--- src/rtl/riscv_exec_pkg.sv ---
// Shared encodings for the multicycle RISC-V execute datapath slice.
// Covers the immediate formats, the source-B selects, the ALU operations and the PC word increment.
package riscv_exec_pkg;

    localparam int XLEN = 32;

    localparam logic [XLEN-1:0] WORD_INC = 32'd4;

    typedef enum logic [1:0] {
        IMM_I = 2'b00,
        IMM_S = 2'b01,
        IMM_B = 2'b10,
        IMM_J = 2'b11
    } imm_src_t;

    typedef enum logic [1:0] {
        SRCB_RD2  = 2'b00,
        SRCB_IMM  = 2'b01,
        SRCB_FOUR = 2'b10,
        SRCB_ZERO = 2'b11
    } src_b_t;

    typedef enum logic [2:0] {
        ALU_ADD  = 3'b000,
        ALU_SUB  = 3'b001,
        ALU_AND  = 3'b010,
        ALU_OR   = 3'b011,
        ALU_XOR  = 3'b100,
        ALU_SLT  = 3'b101,
        ALU_SLTU = 3'b110,
        ALU_SLL  = 3'b111
    } alu_op_t;

    // Copies the sign bit into the upper bits of a 32-bit word.
    function automatic logic [XLEN-1:0] sign_fill(input logic sign_bit, input int unsigned width);
        logic [XLEN-1:0] mask;
        mask = '0;
        for (int k = 0; k < XLEN; k++) begin
            if (k >= int'(width)) begin
                mask[k] = sign_bit;
            end
        end
        return mask;
    endfunction

endpackage

--- src/rtl/riscv_imm_extend.sv ---
// Immediate extension unit: rebuilds the I/S/B/J immediate from instruction bits [31:7].
// The immValue bit k holds instruction bit k+7.
module riscv_imm_extend
    import riscv_exec_pkg::*;
(
    input  logic [24:0] immValue,
    input  logic [1:0]  immSrc,
    output logic [31:0] immExt
);

    logic        sign_bit;
    logic [11:0] i_field;
    logic [11:0] s_field;
    logic [12:0] b_field;
    logic [20:0] j_field;

    // Instruction bit n lives at immValue[n-7].
    assign sign_bit = immValue[24];
    assign i_field  = immValue[24:13];
    assign s_field  = {immValue[24:18], immValue[4:0]};
    assign b_field  = {immValue[24], immValue[0], immValue[23:18], immValue[4:1], 1'b0};
    assign j_field  = {immValue[24], immValue[12:5], immValue[13], immValue[23:14], 1'b0};

    always_comb begin
        immExt = '0;
        case (imm_src_t'(immSrc))
            IMM_I:   immExt = sign_fill(sign_bit, 12) | {20'd0, i_field};
            IMM_S:   immExt = sign_fill(sign_bit, 12) | {20'd0, s_field};
            IMM_B:   immExt = sign_fill(sign_bit, 13) | {19'd0, b_field};
            IMM_J:   immExt = sign_fill(sign_bit, 21) | {11'd0, j_field};
            default: immExt = '0;
        endcase
    end

endmodule

--- src/rtl/riscv_exec_datapath.sv ---
// Multicycle execute slice: immediate extension, source-B mux, ALU with Zero flag and the ALUOut register.
// Define RISCV_EXEC_EXT_OPS_EN to enable xor/slt/sltu/sll on ALUControl 1xx; otherwise those codes give 0.
module riscv_exec_datapath
    import riscv_exec_pkg::*;
(
    input  logic        clk,
    input  logic        reset,
    input  logic [31:0] srcA,
    input  logic [31:0] RD2,
    input  logic [24:0] immValue,
    input  logic [1:0]  immSrc,
    input  logic [1:0]  ALUSrc,
    input  logic [2:0]  ALUControl,
    output logic [31:0] immExt,
    output logic [31:0] ALUResult,
    output logic        Zero,
    output logic [31:0] ALUOut
);

    logic [31:0] src_b;
    logic [31:0] sum;
    logic        sub_op;

    riscv_imm_extend u_imm_extend (
        .immValue (immValue),
        .immSrc   (immSrc),
        .immExt   (immExt)
    );

    always_comb begin
        src_b = '0;
        case (src_b_t'(ALUSrc))
            SRCB_RD2:  src_b = RD2;
            SRCB_IMM:  src_b = immExt;
            SRCB_FOUR: src_b = WORD_INC;
            SRCB_ZERO: src_b = '0;
            default:   src_b = '0;
        endcase
    end

    // One shared adder: subtraction is A + ~B + 1 with the carry-in coming from the op code.
    assign sub_op = (alu_op_t'(ALUControl) == ALU_SUB);
    assign sum    = srcA + (sub_op ? ~src_b : src_b) + {31'd0, sub_op};

    always_comb begin
        ALUResult = '0;
        case (alu_op_t'(ALUControl))
            ALU_ADD:  ALUResult = sum;
            ALU_SUB:  ALUResult = sum;
            ALU_AND:  ALUResult = srcA & src_b;
            ALU_OR:   ALUResult = srcA | src_b;
`ifdef RISCV_EXEC_EXT_OPS_EN
            ALU_XOR:  ALUResult = srcA ^ src_b;
            ALU_SLT:  ALUResult = {31'd0, ($signed(srcA) < $signed(src_b))};
            ALU_SLTU: ALUResult = {31'd0, (srcA < src_b)};
            ALU_SLL:  ALUResult = srcA << src_b[4:0];
`else
            ALU_XOR:  ALUResult = '0;
            ALU_SLT:  ALUResult = '0;
            ALU_SLTU: ALUResult = '0;
            ALU_SLL:  ALUResult = '0;
`endif
            default:  ALUResult = '0;
        endcase
    end

    assign Zero = (ALUResult == 32'd0);

    always_ff @(posedge clk or posedge reset) begin
        if (reset) begin
            ALUOut <= '0;
        end else begin
            ALUOut <= ALUResult;
        end
    end

endmodule

--- config.mk ---
export PLATFORM = sky130hd
export DESIGN_NAME = riscv_exec_datapath
export DESIGN_NICKNAME = d
export VERILOG_FILES = /design/src/rtl/riscv_exec_pkg.sv /design/src/rtl/riscv_imm_extend.sv /design/src/rtl/riscv_exec_datapath.sv
export SDC_FILE = /design/constraint.sdc
export NUM_CORES = 1
export LEC_CHECK = 0
export BUFFER_PORTS_ARGS = -buffer_cell sky130_fd_sc_hd__buf_2
export CAP_MARGIN = 20
export CORE_ASPECT_RATIO = 0.5
export CORE_UTILIZATION = 50
export CTS_CLUSTER_SIZE = 8
export DETAILED_ROUTE_END_ITERATION = 8
export PLACE_DENSITY = 0.83
export RECOVER_POWER = 50
export SETUP_SLACK_MARGIN = 0.05
export SYNTH_ARGS = -nofsm -noshare
export SYNTH_HDL_FRONTEND = slang
export SYNTH_SLANG_ARGS = --single-unit
--- constraint.sdc ---
create_clock -name clk -period 7 [get_ports clk]
set_clock_uncertainty 0.15 [all_clocks]
set_input_delay 1.05 -clock clk [delete_from_list [all_inputs] [get_ports clk]]
set_output_delay 1.05 -clock clk [all_outputs]
set_load 0.01 [all_outputs]
==> qor.log <==
[clocking] hold bufs inserted after CTS 0
[placement] HPWL reported at the end of detailed placement 13,400 um
[power_and_ir_drop] highest ir drop seen on vdd 0.121 mV
[worst_hold_path] Hold/Removal Path Class input pin to asynchronous set/reset pin
[layout] post-route core utilization 0.648
[placement] Routability Congestion 0.934
[power_and_ir_drop] post-layout total power 1.06 mW
[timing] worst hold slack after final layout 0.674 ns
[timing] final number of setup-violating endpoints 0
[setup_path] Setup crit end kind output port
[clocking] CTS tree done
[detailed_routing] antenna-violating nets left 0
[synth] area leader, netlist dfrtp_1
[detailed_routing] violation count after the first detailed-routing iteration 457
[timing] endpoints failing hold 0
[detailed_routing] total routed wirelength 16,700 um
[setup_path] Worst Setup Path Type input pin to output port
[power_and_ir_drop] power density of the placed cells 183 nW/um2
[clocking] root buffer cell clkbuf_16
[layout] Most flops, register ALUOut
[synth] biggest area contributors in the synthesized netlist dfrtp_1 17%, ha_1 8.0%, a21oi_1 5.2%
[detailed_routing] Routed met2 length 7590 um
[synth] number of synthesized flops with an enable pin 0
[detailed_routing] vias after detailed routing 5,611
[synth] Mapped Avg Cell Area 7.39 um2
[layout] final instance count without filler cells 913
[detailed_routing] average routed wire per standard cell 18.3 um
[layout] number of inserted diodes 0
[detailed_routing] post-route met1 wirelength 7360 um
[timing] crit share post-route 0.956
[layout] fraction of layout cells with a size suffix above 1 0.242
[global_route] maximum number of pins on one net before global-route repair 51
[timing] final count of pins violating max slew 0
[timing] Worst-Margin Slew 1.02 ns
[setup_path] arrival time reported for the critical path endpoint 5.49 ns
[layout] relative area change from synthesis to final layout 22.6%
[setup_path] CP startpoint kind input pin
[outcome] outcome complete, no violations
[timing] setup total negative slack 0 ns
[clocking] H-tree depth reported by CTS 2
[placement] Cell Area, Placed 5670 um2
[layout] registers with the most flip-flops ALUOut x32
[timing] Worst Slack Setup Final 0.309 ns
[global_route] GR Overflow Total 0
[synth] syn_nets 767
[global_route] GRT Overall Usage 0.327
[synth] proportion of netlist area held by the largest area contributor 0.170
[synth] Mapped Cells 638
[timing] worst rel slew slack 0.322
[die] horizontal die dimension 139 um
[global_route] vias in the first global route 5,049
[synth] Synth warnings 0
[setup_path] required arrival time at the worst endpoint 5.80 ns
[timing] time the worst path needs with I/O delays and setup 6.69 ns
[detailed_routing] # DRC 0
[synth] number of distinct library cell variants in the gate-level netlist after synthesis 76
[die] Placement Rows 24
[layout] Largest register FFs 32
[clocking] maximum count of clock buffers along a single path 2
[die] die height 70.7 um
[setup_path] Max FO, Critical Path 14
[timing] unrepaired setup endpoints after global routing no
[detailed_routing] top sig layer met4
[global_route] global-route wire length before repair 25,700 um
[power_and_ir_drop] total leakage power 2.80 nW
[placement] pre-CTS setup slack 0.294 ns
[die] I/O pin count 195
[synth] share of the yosys chip area belonging to registers 0.170
[timing] fmax 0.149 GHz
[die] total core area 8920 um2
[synth] leading register cell type out of synthesis dfrtp_1
[run] MaxCap Viol Count 0
[layout] number of nets in the layout 924
[synth] mapped cell area 4720 um2
[detailed_routing] met3 wirelength from detailed routing 1470 um
[synth] top post-synthesis cells by count 62 x nand2_1, 59 x nor2_1, 49 x a21oi_1, 49 x o21ai_0, 32 x dfrtp_1
[layout] final std cell area, no fill 5780 um2
[detailed_routing] 1st-pass router iterations 5
[placement] total instance count after detailed placement 905
[clocking] clock buffers created by TritonCTS 5
[placement] total of buffers placed on input and output ports 194
[clocking] Num Clock Sinks 32
[die] Initial Util 0.529
[die] die area 9850 um2
[clocking] CTS clock-pin slew for the worst setup and hold paths 0.05 ns
[synth] total of flip-flops plus latches after synthesis 32
[detailed_routing] mean number of vias per cell 6.15
[global_route] number of antenna violations at the first check in global routing 1
[synth] most frequently used cell type in the post-synthesis netlist nand2_1
[synth] Post-synth ARST share 1.00
critical path, cell delays in order:
cell      delay [ns]
buf_2           0.24
xor2_2          0.29
mux2_2          0.39
o21a_1          0.20
xor2_1          0.18
fa_1            0.45
a21o_1          0.21
a221oi_4        0.45
o211ai_1        0.25
a21oi_1         0.28
o31a_2          0.25
o21ai_1         0.09
and4_1          0.21
or3_1           0.41
nand4b_1        0.21
nor4_2          0.16
buf_2           0.17
power by group:
part | internal (mW) | switching (mW) | leakage [nW]
Clock | 0.187 | 0.0817 | 0.0901
Sequential | 0.209 | 0.00699 | 0.414
Combinational | 0.219 | 0.354 | 2.30
worst max path at each step:
stage | from | slack, ns | to
global route | immValue[24] | 0.08 | Zero
floorplan | ALUControl[2] | 0.78 | Zero
CTS | immSrc[1] | 0.27 | Zero
detailed placement | immSrc[1] | 0.29 | Zero
global placement | immSrc[1] | 0.38 | Zero
finish | immSrc[1] | 0.31 | Zero
routing by layer:
| metal | vias up | global-route usage |
|---|---|---|
| li1 | 2660 | - |
| met1 | 2656 | 0.435 |
| met2 | 260 | 0.534 |
| met3 | 35 | 0.0799 |
| met4 | 0 | 0.0840 |
| met5 | - | 0.0191 |
what timing repair did:
action                     4_1_cts  5_1_grt
resized for setup                0        2
setup endpoints to repair        0        1
buffers inserted                 0        0
area by class of cell:
cell class | instances | area, um2
Inverter | 17 | 63.8
Tap cell | 117 | 146
Timing Repair Buffer | 210 | 1030
Multi-Input combinational cell | 529 | 3560
Clock inverter | 1 | 30.0
Clock buffer | 7 | 153
Fill cell | 832 | 3140
Sequential cell | 32 | 801
cell usage in the layout, fill, tap and decap left out, types with 7 or more instances in the layout:
master,instances
a211oi_1,8
a21o_1,12
a21oi_1,49
a311oi_1,9
and3_1,8
buf_2,147
buf_4,15
clkbuf_1,48
dfrtp_1,32
ha_1,30
inv_1,16
maj3_1,8
mux2i_1,12
nand2_1,62
nand3_1,21
nand4_1,13
nor2_1,58
nor3_1,7
nor4_1,9
o211ai_1,9
o21a_1,11
o21ai_0,49
xnor2_1,19
xor2_1,27
cells by family after synthesis:
| family | count (synthesis) | share of synthesized area |
|---|---|---|
| AO/OA/AOI/OAI | 205 | 0.292 |
| XOR/XNOR | 47 | 0.0873 |
| adder cells (fa/ha/maj) | 40 | 0.103 |
| buffers and inverters | 77 | 0.0791 |
| flip-flops | 32 | 0.170 |
| multiplexers | 17 | 0.0374 |
| AND/OR/NAND/NOR | 220 | 0.231 |
No activity file was read; power rests on OpenSTA's default activity.
